<file path="src/rtl/cam_ctrl_requester.sv">
// Camera power requester: turns host on/off commands into a dwell-limited
// control level for the camera controller, confirms the request against
// synchronised power/reset feedback, and latches a fault on confirmation timeout.
module cam_ctrl_requester #(
  parameter int unsigned MIN_DWELL = 1000,
  parameter int unsigned TIMEOUT   = 100000
) (
  input  logic sclk_i,
  input  logic reset_n_i,
  input  logic cmd_valid_i,
  input  logic cmd_on_i,
  output logic cmd_ready_o,
  output logic cam_ctrl_o,
  input  logic cam_pwr_en_i,
  input  logic cam_reset_i,
  output logic cam_on_o,
  output logic busy_o,
  output logic fault_o,
  input  logic fault_clr_i
);

  typedef enum logic [2:0] {
    S_OFF,
    S_ON_WAIT,
    S_ON,
    S_OFF_WAIT,
    S_FAULT
  } state_t;

  localparam logic [23:0] CNT_MAX = 24'hFF_FFFF;
  localparam logic [23:0] CNT_ONE = 24'd1;
  localparam logic [23:0] DWELL_L = 24'(MIN_DWELL);
  localparam logic [24:0] TO_L    = 25'(TIMEOUT);

  // Feedback synchronisers
  logic r_pwr_meta, r_pwr_sync;
  logic r_rst_meta, r_rst_sync;

  // Control state
  state_t      r_state;
  logic        r_cam_ctrl;
  logic        r_fault;
  logic        r_ready;
  logic        r_busy;
  logic [23:0] r_dwell_cnt;
  logic [23:0] r_to_cnt;

  // Next-state values
  state_t      w_state_nxt;
  logic        w_ctrl_nxt;
  logic        w_fault_nxt;
  logic        w_dwell_clr;
  logic        w_to_clr;
  logic        w_to_fault;
  logic [23:0] w_dwell_nxt;
  logic [23:0] w_to_nxt;
  logic        w_ready_nxt;
  logic        w_busy_nxt;

  logic w_up, w_down, w_confirm, w_dwell_exp, w_to_hit, w_accept;

  // Two-flop synchronisers for the asynchronous camera feedback
  // NOTE: synchroniser flops take the async reset too, so a stale "up" can never
  // survive a reset and confirm a request that was never made.
  always_ff @(posedge sclk_i or negedge reset_n_i) begin
    if (!reset_n_i) begin
      r_pwr_meta <= 1'b0;
      r_pwr_sync <= 1'b0;
      r_rst_meta <= 1'b0;
      r_rst_sync <= 1'b0;
    end else begin
      // NOTE: non-blocking assignments make every flop sample the pre-edge value,
      // which is what turns these four lines into two distinct stages.
      r_pwr_meta <= cam_pwr_en_i;
      r_pwr_sync <= r_pwr_meta;
      r_rst_meta <= cam_reset_i;
      r_rst_sync <= r_rst_meta;
    end
  end

  assign w_up        = r_pwr_sync & r_rst_sync;
  assign w_down      = ~r_pwr_sync;
  // In OFF_WAIT with the control still high we are waiting for the camera to
  // come back after a dropout, otherwise for it to go down.
  assign w_confirm   = r_cam_ctrl ? w_up : w_down;
  assign w_dwell_exp = (r_dwell_cnt >= DWELL_L);
  assign w_to_hit    = (({1'b0, r_to_cnt} + 25'd1) >= TO_L);
  assign w_accept    = cmd_valid_i & r_ready;

  // Next-state and control-level decode
  always_comb begin
    // NOTE: every output of this block gets a default first; a path that forgot
    // one would otherwise infer a latch.
    w_state_nxt = r_state;
    w_ctrl_nxt  = r_cam_ctrl;
    w_fault_nxt = r_fault;
    w_dwell_clr = 1'b0;
    w_to_clr    = 1'b0;
    w_to_fault  = 1'b0;
    case (r_state)
      S_OFF: begin
        // A redundant off command is accepted and simply falls through.
        if (w_accept && cmd_on_i) begin
          w_state_nxt = S_ON_WAIT;
          w_ctrl_nxt  = 1'b1;
          w_dwell_clr = 1'b1;
          w_to_clr    = 1'b1;
        end
      end
      S_ON_WAIT: begin
        if (w_up && w_dwell_exp) w_state_nxt = S_ON;
        else if (w_to_hit)       w_to_fault  = 1'b1;
      end
      S_ON: begin
        if (w_accept && !cmd_on_i) begin
          w_state_nxt = S_OFF_WAIT;
          w_ctrl_nxt  = 1'b0;
          w_dwell_clr = 1'b1;
          w_to_clr    = 1'b1;
        end else if (!w_up) begin
          // Camera dropped on its own: keep requesting on, give it TIMEOUT to return.
          w_state_nxt = S_OFF_WAIT;
          w_to_clr    = 1'b1;
        end
      end
      S_OFF_WAIT: begin
        if (w_confirm && w_dwell_exp) w_state_nxt = r_cam_ctrl ? S_ON : S_OFF;
        else if (w_to_hit)            w_to_fault  = 1'b1;
      end
      S_FAULT: begin
        if (fault_clr_i) begin
          w_state_nxt = S_OFF;
          w_fault_nxt = 1'b0;
          w_dwell_clr = 1'b1;
        end
      end
      default: w_state_nxt = S_OFF;
    endcase
    if (w_to_fault) begin
      w_state_nxt = S_FAULT;
      w_ctrl_nxt  = 1'b0;
      w_fault_nxt = 1'b1;
      // Dwell restarts only if the control level actually changes.
      w_dwell_clr = r_cam_ctrl;
    end
  end

  assign w_dwell_nxt = w_dwell_clr ? 24'd0 :
                       (r_dwell_cnt == CNT_MAX) ? r_dwell_cnt : r_dwell_cnt + CNT_ONE;
  assign w_to_nxt    = w_to_clr ? 24'd0 :
                       (r_to_cnt == CNT_MAX) ? r_to_cnt : r_to_cnt + CNT_ONE;

  // Handshake/busy flags are registered so they read 0 during reset.
  assign w_ready_nxt = ((w_state_nxt == S_OFF) || (w_state_nxt == S_ON)) &&
                       (w_dwell_nxt >= DWELL_L);
  assign w_busy_nxt  = (w_state_nxt == S_ON_WAIT) || (w_state_nxt == S_OFF_WAIT) ||
                       (w_dwell_nxt < DWELL_L);

  // State, counters and registered outputs
  always_ff @(posedge sclk_i or negedge reset_n_i) begin
    if (!reset_n_i) begin
      r_state     <= S_OFF;
      r_cam_ctrl  <= 1'b0;
      r_fault     <= 1'b0;
      r_ready     <= 1'b0;
      r_busy      <= 1'b0;
      r_dwell_cnt <= 24'd0;
      r_to_cnt    <= 24'd0;
    end else begin
      r_state     <= w_state_nxt;
      r_cam_ctrl  <= w_ctrl_nxt;
      r_fault     <= w_fault_nxt;
      r_ready     <= w_ready_nxt;
      r_busy      <= w_busy_nxt;
      r_dwell_cnt <= w_dwell_nxt;
      r_to_cnt    <= w_to_nxt;
    end
  end

  assign cmd_ready_o = r_ready;
  assign cam_ctrl_o  = r_cam_ctrl;
  assign cam_on_o    = (r_state == S_ON);
  assign busy_o      = r_busy;
  assign fault_o     = r_fault;

endmodule

</file>
<file path="config.mk">
export PLATFORM = sky130hd
export DESIGN_NAME = cam_ctrl_requester
export DESIGN_NICKNAME = d
export VERILOG_FILES = /design/src/rtl/cam_ctrl_requester.sv
export SDC_FILE = /design/constraint.sdc
export NUM_CORES = 1
export LEC_CHECK = 0
export BUFFER_PORTS_ARGS = -buffer_cell sky130_fd_sc_hd__buf_2
export CAP_MARGIN = 25
export CELL_PAD_IN_SITES_DETAIL_PLACEMENT = 0
export CELL_PAD_IN_SITES_GLOBAL_PLACEMENT = 1
export CORE_MARGIN = 3
export CORE_UTILIZATION = 45
export CTS_BUF_LIST = sky130_fd_sc_hd__clkbuf_4
export CTS_CLUSTER_SIZE = 28
export DETAILED_ROUTE_END_ITERATION = 10
export PLACE_DENSITY_LB_ADDON = 0.1
export SYNTH_ARGS = -nofsm -noshare
export SYNTH_HDL_FRONTEND = slang
export SYNTH_SLANG_ARGS = --single-unit
export TNS_END_PERCENT = 30
</file>
<file path="constraint.sdc">
create_clock -name sclk_i -period 2.73 [get_ports sclk_i]
set_input_delay 0.1365 -clock sclk_i [delete_from_list [all_inputs] [get_ports sclk_i]]
set_output_delay 0.1365 -clock sclk_i [all_outputs]
set_load 0.02 [all_outputs]
</file>
# Word level (Yosys, flattened, before mapping)
# Cells that the tools add are included.
# word_totals
register_bits	59
inputBits	7
elab_cells	82
output_inout_bits	5
# op_classes
reduce_logical	16
add_sub_neg	3
magnitude_cmp	4
muxes	33
eq_ne	12
n_bitwise	3
# ops
operator	n
$mux 24	4
$add 24x1->24 const B	2
$eq 24x24->1 const B	2
$ge 24x10->1 const B	2
$add 24x1->25 const B	1
$ge 25x17->1 const B	1
$lt 24x10->1 const B	1
$mux 3	7
$mux 1	16
$pmux 3 s5	1
$eq 3x2->1 const B	4
$eq 3x1->1 const B	2
$logic_not 3->1	2
$pmux 1 s2	3
$logic_and 1x1->1	5
$reduce_bool 2->1	2
$eq 3x3->1 const B	1
$logic_or 1x1->1	3
$ne 3x1->1 const B	1
$ne 3x3->1 const B	1
$pmux 1 s3	1
$reduce_and 3->1	1
$reduce_bool 3->1	1
$and 1x1->1	2
5 further kinds	5

# Longest topological paths before layout
# Gate-level depths: netlist of run 1.
# logic_depth
depth_word	9
mapped_depth	11
depth_no_buf	9

# Worst setup path before layout of run 1
# No wires, ideal clock.
# synth_timing
path_type	reg-to-reg
from	register r_to_cnt[5]
to	register r_busy, in the netlist busy_o
stages_incl_launch_ff	11
setup_ns	0.131
synth_period_minus_slack_ns	3.012
arrival_time_ns	2.881
n_path_buf	3
required_time_ns	2.599
slack_ns	-0.282
path_cell_list	dfrtp_1 -> clkbuf_2 -> nand4_4 -> or4_4 -> or3_1 -> clkbuf_2 -> mux2i_1 -> a41oi_2 -> a221o_1 -> buf_6 -> or3_1
# synth_between
elab_chain_len	9
word_cells_on_any_way	14
cone_classes	1 x add/sub; 2 x order compare; 2 x eq/ne; 7 x mux; 2 x reduce/logical
# synth_lines
item	line_no	source
start: declaration	46	logic [23:0] r_to_cnt;
start signal: assignment	176	r_to_cnt <= w_to_nxt;
$add 24x1->25 (*)	87	assign w_to_hit = (({1'b0, r_to_cnt} + 25'd1) >= TO_L);
$ge 25x17->1 (*)	87	
$mux 1 (*)	112, 128	
$mux 1 (on tied branches)	127, 111	
$pmux 1 s2 (*)	100	case (r_state)
$mux 1 / $mux 3 (equally long branches)	139	if (w_to_fault) begin
$mux 24, or another cell as far along	148	assign w_dwell_nxt = w_dwell_clr ? 24'd0 :
$lt 24x10->1 / $logic_or 1x1->1 (equally long branches)	157, 156	
$logic_or 1x1->1 (*)	156	assign w_busy_nxt = (w_state_nxt == S_ON_WAIT) || (w_state_nxt == S_OFF_WAIT) ||
net w_busy_nxt	58	logic w_busy_nxt;
end signal: assignment	174	r_busy <= w_busy_nxt;
end: declaration	44	logic r_busy;
# Mark *: on every way through the listed nets, which the timed path passes. The rest lies on a longest branch.
# A chain may end at the register's enable or synchronous reset.

# Worst setup path in the final report of run 1
# layout_timing
from	register r_to_cnt[8]
to	register r_busy, in the netlist busy_o
# The elaborated chain is that of the path after synthesis.

==> results of run 1 <==
-- cells in the mapped netlist (all sizes together) (4+ instances only) --
| library cell | number |
|---|---|
| o21ai | 8 |
| nand2 | 29 |
| mux2i | 8 |
| nor4 | 6 |
| nor2 | 61 |
| inv | 8 |
| nor3b | 4 |
| dfrtp | 59 |
| xnor2 | 21 |
| and4 | 8 |
| nor2b | 4 |
| and3 | 6 |
| clkbuf | 15 |
| a21oi | 23 |
| nand3 | 17 |
| xor2 | 21 |
| a211oi | 5 |
| or3 | 5 |
| nand4 | 17 |
| nor3 | 15 |
| or2 | 7 |
| nand2b | 4 |
| buf | 5 |
-- sequential cells by signal, indices dropped and copies added, names as in the netlist --
| name | cells |
|---|---|
| busy_o | 1 |
| cmd_ready_o | 1 |
| r_pwr_sync | 1 |
| fault_o | 1 |
| r_rst_sync | 1 |
| cam_ctrl_o | 1 |
| r_dwell_cnt | 24 |
| r_state | 3 |
| r_pwr_meta | 1 |
| r_to_cnt | 24 |
| r_rst_meta | 1 |
-- per-layer routing --
layer | global-route usage [%] | up-vias | wire, µm
li1 | - | 1561 | -
met1 | 24.7 | 1470 | 3780
met2 | 34.7 | 32 | 4110
met3 | 4.41 | 15 | 224
met4 | 6.86 | 0 | 139
met5 | 0 | - | 0
-- cells by family (layout without fill, tap and decap cells) --
| group | after synthesis | in the layout | share of synthesized area [%] |
|---|---|---|---|
| AOI/OAI and AO/OA | 62 | 62 | 11.8 |
| xor gates and xnor gates | 42 | 42 | 10.5 |
| adders and majority gates | 3 | 3 | 1.07 |
| buffers and inverters | 28 | 110 | 3.43 |
| DFF | 59 | 59 | 42.2 |
| muxes | 9 | 9 | 2.61 |
| and+or+nand+nor | 191 | 191 | 28.3 |
-- final timing paths --
path,startpoint,to,slack [ns]
setup / recovery,r_to_cnt[8],busy_o,0.005
max in group asynchronous,reset_n_i,r_to_cnt[10],1.73
hold / removal,fault_clr_i,fault_o,0.02
min in group asynchronous,reset_n_i,r_state[1],0.31
hold reg to reg,r_rst_meta,r_rst_sync,0.36
setup reg to reg,r_to_cnt[8],busy_o,0.005
-- where the power goes --
group / switching [mW] / internal [mW] / total, mW
sequential: 0.256 / 1.11 / 1.37
clock: 0.367 / 0.188 / 0.556
combinational: 0.689 / 0.693 / 1.38
-- layout make-up --
cell class | count | area [µm²] | area share [%]
Clock buffer | 9 | 67.6 | 1.54
Clock inverter | 7 | 52.6 | 1.20
Inverter | 8 | 30.0 | 0.686
Multi-Input combinational cell | 307 | 2000 | 45.6
Sequential cell | 59 | 1480 | 33.7
Tap cell | 99 | 124 | 2.83
Timing Repair Buffer | 86 | 633 | 14.5
-- what timing repair did --
| item | 4_1_cts | 5_1_grt |
|---|---|---|
| endpoints found under the hold margin | 30 | 0 |
| hold buffers | 3 | 0 |
| gates resized for setup | 8 | 9 |
| setup endpoints to repair | 14 | 26 |
| buffers inserted | 10 | 1 |
| pin swaps | 8 | 5 |
-- tightest hold or removal path, cell delays in order --
cell and delay, ns:
buf_2 0.12, nand2_1 0.05, a21o_1 0.10
==> impl_summary.txt, run 1 <==
----------------------------------------------------
[Job]
  Maximum Capacitance Violations ... 0

[Timing]
  Setup WS post-layout ... 0.00519 ns
  Final max-slew violation count ... 0
  Clock skew ... roughly 0.013 ns
  Worst Hold Margin ... 0.0205 ns
  Number of hold violations in the final report ... 0
  Max_slew headroom ... a little over half
  Final Cycle Share ... roughly 100%
  Final total negative setup slack ... 0 ns
  Max frequency ... about 370 MHz
  Transition at the pin with the smallest max-transition slack ... 0.700 ns
  Setup Viol. Count Final ... 0
  Unrepaired setup endpoints after global routing ... true
  Post-route minimum period ... 2.72 ns

[Clock tree]
  Cts bufs inserted ... 9
  Insertion delay of the later-clocked pin in the worst-skew pair ... between 0.4 and 0.5 ns
  Number of H-tree levels ... 3
  Maximum buffer depth of the clock tree ... 2
  Post-CTS clock slew at the launch and capture registers of the worst setup and hold paths ... roughly 0.11 ns
  Root buffer selected by CTS ... clkbuf_4
  TritonCTS clock tree ... built
  CTS Sinks ... slightly below 60

[Die]
  Placeable Area ... ~7400 µm²
  Die boundary height ... 94.2 µm
  Count of standard-cell rows ... 31
  Effective utilization at floorplan ... 47.2%
  Die area ... 8870 µm²
  Number of placed I/O pins ... 12
  Width of the die ... 94.2 µm

[Placement]
  Final weighted congestion in routability-driven placement ... about 0.8
  Total placed instance area ... ~4000 µm²
  Number of placed instances, taps included ... about 550
  Placed wire-length estimate after detailed placement ... roughly 5.8 mm
  Port buffer count ... 11
  Pre-CTS worst setup slack ... -0.0962 ns

[GRT]
  GRT Total Usage ... about a fifth
  Largest net degree at the start of global routing ... 31
  Initial antenna violation count ... 0
  First-pass GRT wire length ... 14.1 mm
  Vias in the first global route ... approximately 3k
  Total overflow reported by the global router ... 0

[Setup path]
  Worst endpoint required time ... 3.04 ns
  Cell depth of the worst flop-to-flop path ... 10
  Top cell family by delay on the critical path ... compound AO/OA/AOI/OAI gates
  Sequence of cells on the critical path ... buf_4 > nand3_1 > nor3_2 > mux2i_1 > o2111ai_2 > o32ai_2 > buf_4 > a41oi_2 > a221o_1 > or3_1
  Worst stage delay on the critical path ... roughly 0.42 ns
  Critical Setup Path Class ... flip-flop to flip-flop
  Arrival time worst endpoint ... around 3.0 ns
  Crit-path max FO ... 4
  Critical Path Source Type ... flip-flop
  Slowest library cell on the worst path ... dfrtp_1
  Worst setup EP type ... flip-flop
  Worst Path Buf+Inv ... 2
  Total number of cells along the worst setup path ... 10
  Crit-path most repeated cell ... buf_4

[Logic synthesis]
  Sequential element share of the synthesized area ... 42.2%
  Flip-flop and latch count after synthesis ... between 50 and 60
  Synthesized instance count ... about 400
  Main synth FF type ... dfrtp_1
  Post-synthesis instance area ... 3500 µm²
  Warnings from Yosys ... 0
  Synth Net Count ... 404
  Leading cell types by total area after synthesis ... dfrtp_1 42%, nor2_1 6.5%, xnor2_1 5.3%
  Synth top area share ... a little over two fifths
  Mean Syn Cell Area ... a little under 9 µm²
  Top cell type by total area after synthesis ... dfrtp_1
  EDFF count, synth ... 0
  Async set-or-reset flop fraction in the synthesized netlist ... 100%
  Count of different cell masters after synthesis ... 52

[Finish]
  Layout cell share with drive strength beyond 1 ... around a quarter
  Layout Nets ... between 400 and 500
  Post-route cell area ... around 4400 µm²
  Antenna cells ... 0
  Post-route insts no fill ... ~580
  Signed area change from the synthesized netlist to the final layout ... 25.3%
  Most used cells in the layout excluding fill and tap cells ... 70 x buf_4, 61 x nor2_1, 58 x dfrtp_1
  Post-route core utilization ... ~59%
  Fill cell total of the finished layout ... about 680
  Most common library cell in the layout ignoring fill and taps ... buf_4

[Drt]
  Total number of vias ... about 3k
  Number of remaining DRC errors ... 0
  Post-route antenna net violation count ... 0
  Final Routed Wirelength ... 8.26 mm
  Via density per instance ... between 5 and 6
  1st-iter DRT viols ... around 110
  Average detailed-routed wire length per instance ... approximately 14 µm
  Pre-Repair DR Iteration Count ... 5

[Power]
  Power per Cell Area ... 755 nW/µm²
  Leakage dissipation ... a little under 2 nW
  IR Drop Worst-Case VDD ... 0.297 mV
  Tot Pwr ... between 3 and 4 mW

[Worst hold path]
  Min-Delay Path Depth ... 3
  Worst hold-check path type ... input port to flip-flop

[Status]
  Run status ... complete, no violations

----------------------------------------------------
(Power assumes the default switching activity.)
==> inputs of run 2 (changes only) <==
==> constraint.sdc (replaced) <==
create_clock -name sclk_i -period 2.73 [get_ports sclk_i]
set_input_delay 0.6825 -clock sclk_i [delete_from_list [all_inputs] [get_ports sclk_i]]
set_output_delay 0.6825 -clock sclk_i [all_outputs]
set_load 0.02 [all_outputs]
==> run 2 against run 1 <==
The run now ends with setup timing left. Cell area down 0.60%. Utilization decreased by 0.35 points. Via count increased by 0.45%. Global-route usage shrank 0.091 points. Largest cell class unchanged. Highest routed layer unchanged.
==> impl_summary.txt, run 2 (synthesized netlist as in run 1, its figures left out) <==
----------------------------------------------------
[Drt]
  Routed metal-1 wirelength ... between 3 and 4 mm
  Number of remaining DRC errors ... 0
  Pre-Repair DR Iteration Count ... 4
  Post-route antenna net violation count ... 0
  Highest Signal Layer ... met4
  Met2 wirelength from detailed routing ... about 3.8 mm
  Final Routed Wirelength ... between 7 and 8 mm
  Via density per instance ... 5.41
  1st-iter DRT viols ... 150
  Total number of vias ... 3092
  Routed wire length on met3 ... ~220 µm
  Average detailed-routed wire length per instance ... between 10 and 15 µm

[Setup path]
  Setup slack on the worst flop-to-flop path ... -0.009 ns
  Crit-path max FO ... 4
  Worst stage delay on the critical path ... about 0.42 ns
  Worst setup path endpoint ... busy_o
  Worst endpoint required time ... 2.99 ns
  Startpoint of the lowest-slack register-to-register path ... r_to_cnt[3]
  Critical Setup Path Class ... flip-flop to flip-flop
  Top cell family by delay on the critical path ... compound AO/OA/AOI/OAI gates
  Endpoint of the most critical register-to-register path ... busy_o
  Worst setup path start ... r_to_cnt[3]
  Slowest library cell on the worst path ... dfrtp_1
  Cell depth of the worst flop-to-flop path ... 9
  Worst Path Buf+Inv ... 1
  Total number of cells along the worst setup path ... 9
  Sequence of cells on the critical path ... and4_1 > and2_4 > o311a_1 > o221a_2 > o32ai_2 > buf_4 > a41oi_2 > a221o_1 > or3_1
  Critical Path Source Type ... flip-flop
  Arrival time worst endpoint ... approximately 3 ns
  Worst setup EP type ... flip-flop

[Power]
  Internal Dissipation ... approximately 2.1 mW
  Power per Cell Area ... 764 nW/µm²
  Net switching power ... 1.25 mW
  Part of the power in combinational logic ... between 40% and 50%
  Switching part of the total power ... approximately 37%
  Sequential fraction of design power ... ~40%
  Clock power share ... 18.4%
  Leakage dissipation ... slightly below 2 nW
  IR Drop Worst-Case VDD ... between 0.3 and 0.4 mV

[Finish]
  Post-route core utilization ... 58.8%
  Layout Nets ... 478
  Largest registers ... r_dwell_cnt (24), r_to_cnt (24), r_state (3)
  Most used cells in the layout excluding fill and tap cells ... 69 x buf_4, 61 x nor2_1, 57 x dfrtp_1
  Antenna cells ... 0
  Signed area change from the synthesized netlist to the final layout ... 24.5%
  Layout cell share with drive strength beyond 1 ... a little over a quarter
  Post-route cell area ... approximately 4400 µm²
  Fill cell total of the finished layout ... roughly 670
  Post-route insts no fill ... about 570
  Most common library cell in the layout ignoring fill and taps ... buf_4

[Clock tree]
  Hold-fix buffers, CTS ... 0
  Post-CTS clock slew at the launch and capture registers of the worst setup and hold paths ... roughly 0.11 ns
  Insertion delay of the later-clocked pin in the worst-skew pair ... 0.40 ns
  TritonCTS clock tree ... built
  Root buffer selected by CTS ... clkbuf_4
  Maximum buffer depth of the clock tree ... 2
  CTS Sinks ... 59
  Number of H-tree levels ... 3
  Cts bufs inserted ... 9

[Die]
  Die boundary height ... 94.2 µm
  Width of the die ... around 94 µm
  Number of placed I/O pins ... 12
  Effective utilization at floorplan ... a little under half
  Die area ... 8870 µm²
  Count of standard-cell rows ... 31
  Placeable Area ... around 7400 µm²

[Job]
  Maximum Capacitance Violations ... 0

[Placement]
  Placed wire-length estimate after detailed placement ... approximately 5.7 mm
  Total placed instance area ... 4070 µm²
  Final weighted congestion in routability-driven placement ... between 0.8 and 0.9
  Number of placed instances, taps included ... around 550
  Port buffer count ... 11

[Timing]
  Clock skew ... roughly 0.021 ns
  Setup Viol. Count Final ... 1
  Max frequency ... approximately 370 MHz
  Number of hold violations in the final report ... 0
  Worst Hold Margin ... between 0.15 and 0.2 ns
  Final Cycle Share ... 100%
  Final max-slew violation count ... 0
  Final total negative setup slack ... -0.00919 ns
  Max_slew headroom ... between 60% and 70%
  Transition at the pin with the smallest max-transition slack ... about 0.52 ns
  Post-route minimum period ... between 2 and 3 ns
  Setup WS post-layout ... -0.00919 ns
  Unrepaired setup endpoints after global routing ... true

[GRT]
  Total overflow reported by the global router ... 0
  First-pass GRT wire length ... 14.2 mm
  Initial antenna violation count ... 0
  Largest net degree at the start of global routing ... 45
  GRT Total Usage ... about a fifth
  Vias in the first global route ... between 3k and 4k

[Status]
  Failing checks ... setup timing
  Run status ... finished, violations left

[Worst hold path]
  Worst hold-check path type ... input port to async pin

----------------------------------------------------
==> run 2: changes by cell type in the layout (fill, tap and decap cells not counted), moves of 2 or more <==
cell           delta
clkinvlp_4        -3
clkinv_2          +2
a211oi_1          +2
dlygate4sd3_1     -3
a211oi_2          -2
==> run 2: power groups by stage <==
stage | logic (mW) | clock network [mW] | registers, mW
floorplan | 0.770 | 0 | 1.38
global route | 1.51 | 0.678 | 1.41
finish | 1.35 | 0.611 | 1.37
CTS | 1.32 | 0.638 | 1.37
global placement | 1.20 | 0 | 1.38
detailed placement | 1.22 | 0 | 1.39
==> run 2: final cells by class <==
type                            instances  area (µm²)  share of cell area [%]
Clock inverter                          6        56.3                    1.29
Timing Repair Buffer                   83         616                    14.1
Multi-Input combinational cell        307        1970                    45.3
Tap cell                               99         124                    2.84
Clock buffer                           10        75.1                    1.72
Sequential cell                        59        1480                    34.0
Inverter                                8        30.0                   0.690
==> run 2: how the worst min path moves through the flow <==
| stage | to |
|---|---|
| after floorplan | r_pwr_sync |
| after detailed placement | r_rst_sync |
| final | fault_o |
| after CTS | fault_o |
| after global routing | fault_o |
| after global placement | r_pwr_sync |
==> run 2: through the flow <==
| step | worst slack (ns) | power (mW) |
|---|---|---|
| global placement | -0.0208 | 2.57 |
| CTS | -0.0253 | 3.32 |
| global route | -0.160 | 3.61 |
| floorplan | -0.0721 | 2.15 |
| finish | -0.00919 | 3.33 |
| detailed placement | -0.0767 | 2.61 |
==> run 2: timing repair <==
item | CTS | global route
gates resized for setup | 9 | 6
pin swaps | 8 | 7
setup endpoints to repair | 13 | 26
buffers inserted | 9 | 2
hold endpoints to repair | 0 | 0
==> run 2: layer usage <==
layer	vias to the layer above	global-route usage, %
met5	-	0
met4	0	6.38
met3	12	4.41
met2	43	33.1
met1	1484	26.1
li1	1553	-
==> run 2: worst reg2reg max path, cell delays in order, from the launching register on <==
cell and delay [ns]:
dfrtp_1 0.42, and4_1 0.21, and2_4 0.14, o311a_1 0.28, o221a_2 0.30, o32ai_2 0.26, buf_4 0.15, a41oi_2 0.09
a221o_1 0.40, or3_1 0.36
